--- config.mk ---
export PLATFORM = sky130hd
export DESIGN_NAME = demux1to8_32b_reg
export DESIGN_NICKNAME = d
export VERILOG_FILES = /design/src/rtl/demux1to8_32b_reg.sv
export SDC_FILE = /design/constraint.sdc
export NUM_CORES = 1
export LEC_CHECK = 0
export BUFFER_PORTS_ARGS = -buffer_cell sky130_fd_sc_hd__buf_2
export CORE_MARGIN = 2
export CORE_UTILIZATION = 45
export CTS_CLUSTER_DIAMETER = 30
export CTS_CLUSTER_SIZE = 8
export DETAILED_ROUTE_END_ITERATION = 16
export GPL_TIMING_DRIVEN = 0
export PLACE_DENSITY = 0.8
export REMOVE_ABC_BUFFERS = 1
export SLEW_MARGIN = 20
export SYNTH_ARGS = -nofsm -noshare
export SYNTH_HDL_FRONTEND = slang
export SYNTH_SLANG_ARGS = --single-unit
--- constraint.sdc ---
create_clock -name clk -period 8 [get_ports clk]
set_input_delay 0.8 -clock clk [delete_from_list [all_inputs] [get_ports clk]]
set_output_delay 0.8 -clock clk [all_outputs]
set_load 0.005 [all_outputs]
--- src/rtl/demux1to8_32b_reg.sv ---
// Registered 1-to-N word distributor: one producer port, N buffered consumer slots,
// each drained independently through its own valid/ack handshake.
module demux1to8_32b_reg #(
    parameter int unsigned DATA_W = 32,
    parameter int unsigned SEL_W  = 3,
    parameter int unsigned CNT_W  = 8,
    localparam int unsigned N     = 2 ** SEL_W
) (
    input  logic                clk,
    input  logic                reset,
    input  logic [DATA_W-1:0]   in_data,
    input  logic [SEL_W-1:0]    in_sel,
    input  logic                in_valid,
    output logic                in_ready,
    output logic [N*DATA_W-1:0] out_data,
    output logic [N-1:0]        out_valid,
    input  logic [N-1:0]        out_ack,
    output logic [CNT_W-1:0]    acc_count
);

    logic [DATA_W-1:0] slot_q [N];
    logic [DATA_W-1:0] slot_d [N];
    logic [N-1:0]      valid_q, valid_d;
    logic [CNT_W-1:0]  cnt_q, cnt_d;
    logic              accept;

    // A full slot can still take a word when its consumer drains it in the same cycle.
    assign in_ready = ~valid_q[in_sel] | out_ack[in_sel];
    assign accept   = in_valid & in_ready;

    always_comb begin
        slot_d  = slot_q;
        valid_d = valid_q & ~out_ack;
        cnt_d   = cnt_q;
        if (accept) begin
            slot_d[in_sel]  = in_data;
            valid_d[in_sel] = 1'b1;
            cnt_d           = cnt_q + CNT_W'(1);
        end
    end

    always_ff @(posedge clk or posedge reset) begin
        if (reset) begin
            for (int i = 0; i < N; i++) begin
                slot_q[i] <= '0;
            end
            valid_q <= '0;
            cnt_q   <= '0;
        end else begin
            slot_q  <= slot_d;
            valid_q <= valid_d;
            cnt_q   <= cnt_d;
        end
    end

    for (genvar i = 0; i < N; i++) begin : g_out
        assign out_data[i*DATA_W +: DATA_W] = slot_q[i];
    end

    assign out_valid = valid_q;
    assign acc_count = cnt_q;

endmodule

; Yosys cells after proc, flatten, opt, wreduce, memory -nomap -nowiden
; Cells that the tools add are included.
[classes]
n_mul = 0
n_bitwise = 7
n_div = 0
n_reduce_logical = 2
add_sub_neg = 1
shifts = 0
n_mux = 10
n_lt_le_gt_ge = 4
n_eq_ne = 0
[ops]
columns = operator, count
row1 = $bwmux 256, 1
row2 = $demux 32 s3, 1
row3 = $mux 32, 1
row4 = $add 8x1->8 const B, 1
row5 = $and 8x8->8, 1
row6 = $mux 8, 1
row7 = $not 8->8, 1
row8 = $or 8x8->8, 1
row9 = $bmux 1 s3, 2
row10 = $ge 4x4->1 const B, 1
row11 = $lt 3x4->1 const B, 1
row12 = $lt 4x1->1 const B, 1
row13 = $not 3->4, 1
row14 = $demux 1 s3, 1
row15 = $ge 3x1->1 const B, 1
row16 = $mux 1, 3
row17 = $logic_and 1x1->1, 2
row18 = $and 1x1->1, 1
row19 = $not 1->1, 1
row20 = $or 1x1->1, 1
[totals]
regBits = 272
ramBits = 0
romBits = 0
memories = 0
wordCells = 34
latchBits = 0

; Longest topological paths before layout
[depth]
ltp_word = 6
mapped_depth = 8
ltp_nobuf = 5

; Worst setup path after synthesis
; OpenSTA, ideal clock, no wires.
[synth_path]
path_kind = input port to output port
from = input in_sel[1]
to = output in_ready
setup_slack_ns = 5.301
arrival_ns = 1.899
n_path_buf = 2
stages = 6
required_ns = 7.200
path_cell_list = buf_4 and2b_1 nand2b_1 o311ai_4 buf_6 or2_2
[synth_via]
elab_chain_cells = 4
word_cells_on_any_way = 6
cone_classes = 4 x mux / 2 x bitwise
[synth_lines]
columns = element, line_no
row1 = start: declaration, 12  ; input logic [SEL_W-1:0] in_sel,
row2 = $bmux 1 s3, 28  ; assign in_ready = ~valid_q[in_sel] | out_ack[in_sel];
row3 = $mux 1 (implied by the code), 28
row4 = $not 1->1, 28
row5 = $or 1x1->1 (*), 28
row6 = end: declaration, 14  ; output logic in_ready,
; Mark *: on every way between the ends. The rest lies on a longest branch, timed or not. The select of a mux whose other input is x is not followed.

; Worst setup path after layout
[layout_path]
from = input in_sel[2]
to = output in_ready
; Same word-level chain as after synthesis.

==> results.cfg <==
[outcome]
outcome = finished clean

[setup_path]
worstPathMaxFanout = 13
cp.arrival_ps = 2430
cpPeakStageDelay_ps = 360
start_kind = primary input
worstSetupPathType = primary input to output pin
crit_top_cell = buf_2
cp-end-kind = output pin
critPathTopFamily = simple AND/OR/NAND/NOR gates
crit_slowest_cell = mux2i_1
worstPathCellList = buf_2 > mux2i_1 > nand2b_1 > o311ai_4 > or2_2 > buf_2
path_buf_inv = 2
crit_required_ps = 7200

[sta]
clock_skew_ps = 12.6
setup_ws_ps = 4770
finalCriticalPeriod_ps = 3230
hold_violations = 0
report.final.slew_viol_count = 0
tightest_slew_ps = 767
finalCritPeriodShare_pct = 40.3
tns_ps = 0
fmax_mhz = 310
final-setup-viol-count = 0
holdWs_ps = 329
relSlewSlack_pct = 48.7
rsz0062_at_grt = false

[clocking]
cts_hold_buf = 0
clock_sinks = 272
clk-insertion-delay-late_ps = 540
clk_pin_slew_ps = 50
cts_max_level = 2
cts_tree = built
cts_buffers = 54
cts_root_buf = clkbuf_16
cts_buffer_depth = 3
post-cts-setup-buffer-count = 0
cts_resized = 0

[yosys]
synth_top_area_share_pct = 61.6
syn-instance-count = 635
synth_top_family_by_area = multiplexers
syn_area_um2 = 11000
ys_warn_count = 0
synthMuxAreaShare_pct = 30.2
synthTopCellsByArea = dfrtp_1 62%, mux2_2 15%, mux2_4 13%
synthDistinctLibCells = 38
synth_area_per_cell_um2 = 17.4
synth.largest_area_cell = dfrtp_1
ys_seq_elements = 272
async_flop_share_pct = 100
synthFlopType = dfrtp_1
synth_fa_ha_area_share_pct = 0.113
synthXorXnorAreaFrac_pct = 0.555
synth_edf_count = 0
synth-simple-area-share_pct = 1.10
yosysSeqAreaShare_pct = 61.6
synth-compound-area-share_pct = 3.01

[grt]
grt_max_degree = 106
met2_usage_pct = 35.8
track_usage_pct = 21.4
antenna_found_initial = 0
use_met3_pct = 6.02
overflow = 0
grt_pass1_wl_um = 43400
grt_pass1_vias = 7446
globalRouteMet1Util_pct = 27.0
grt.busiest_layer = met2

[route]
vias = 6869
wl_per_cell_um = 20.4
post_drt_via_cell_ratio = 5.05
route.antenna.remaining_nets = 0
firstDrtPassIters = 4
drc = 0
drt-total-wl_um = 27800
drt_iter0_drc = 357

[run]
cap_violations = 0

[min_path]
hold_class = primary input to async pin

[floorplan]
io_pins = 319
rows = 57
core_area_um2 = 24200
fp.dieH_um = 161
start_util_pct = 45.7
die_area_um2 = 25800
dieWidth_um = 161

[layout]
fin_nets = 1039
final_cell_mix = 318 x buf_2, 272 x dfrtp_1, 151 x mux2_2
instances_no_fill = 1359
diodes = 0
utilization_pct = 61.8
final_common_cell = buf_2
drive_gt1_share_pct = 66.8
area_delta_synth_final_pct = 35.2

[placed_design]
port-buffer-count = 318
hpwl_um = 18500
dp_slack_ps = 4610
dp_cells = 1260
globalplace.congestion = 0.791

[power_and_ir_drop]
power_density_nw_per_um2 = 346
p_leak_nw = 7.51
irDropWorstVdd_mv = 0.211
-- report_power, final --
group / internal, mW / switching [mW] / leakage, nW / total [mW]
clock network: 1.49 / 0.708 / 0.896 / 2.19
registers: 1.74 / 0.207 / 3.30 / 1.95
logic: 0.606 / 0.412 / 3.31 / 1.02
total: 3.84 / 1.33 / 7.51 / 5.17
-- cells in the mapped netlist (5+ instances only) --
cell type and instances:
xnor2_1 7, mux2_2 151, mux2i_1 7, inv_1 9, mux2_4 98, nor2_1 5, buf_6 21, o21ai_0 10
buf_4 5, mux2_1 8, dfrtp_1 272
-- worst paths after layout --
path	start	endpoint	slack (ps)	cells after the start
max in group asynchronous	reset	out_data[111]	6770	3
min in group clk	acc_count[7]	acc_count[7]	470	1
max reg2reg	out_valid[2]	out_data[253]	5680	6
max	in_sel[2]	in_ready	4770	6
min	reset	acc_count[7]	330	2
min reg2reg	acc_count[7]	acc_count[7]	470	1
-- state kept, by name, indices dropped and copies added (netlist names) --
signal     cells
acc_count      8
out_data     256
out_valid      8
-- stage by stage --
stage	cell area, um^2	total power, mW
3_3_place_gp	12700	2.92
5_1_grt	14900	5.40
2_1_floorplan	10700	2.43
6_report	14900	5.17
4_1_cts	14900	5.22
3_5_place_dp	13100	2.98
-- layout make-up --
type / count / area, um^2
Fill cell: 1776 / 9240
Sequential cell: 272 / 6810
Multi-Input combinational cell: 323 / 3890
Timing Repair Buffer: 332 / 1950
Clock buffer: 78 / 1610
Tap cell: 324 / 405
Clock inverter: 21 / 230
Inverter: 9 / 41.3
-- metal layers --
layer,part of all wire (%),routed length (um)
met1,42,11500
met2,49,13700
met3,6.9,1920
met4,2.3,648
met5,0,0
-- kinds of logic (layout without fill, tap and decap cells) --
group / Yosys count / after routing
xor+xnor: 7 / 7
buf+inv: 40 / 440
mux: 264 / 264
fa+ha+maj: 1 / 1
flops: 272 / 272
compound gates: 30 / 30
simple gates: 21 / 21
-- worst register-to-register path: stages, from the launching register on --
cell and delay, ps:
dfrtp_1 400, mux2i_1 280, o21ai_4 110, a21oi_4 300, o21a_4 460, buf_12 270
mux2_2 390
No activity file was read; power rests on OpenSTA's default activity.
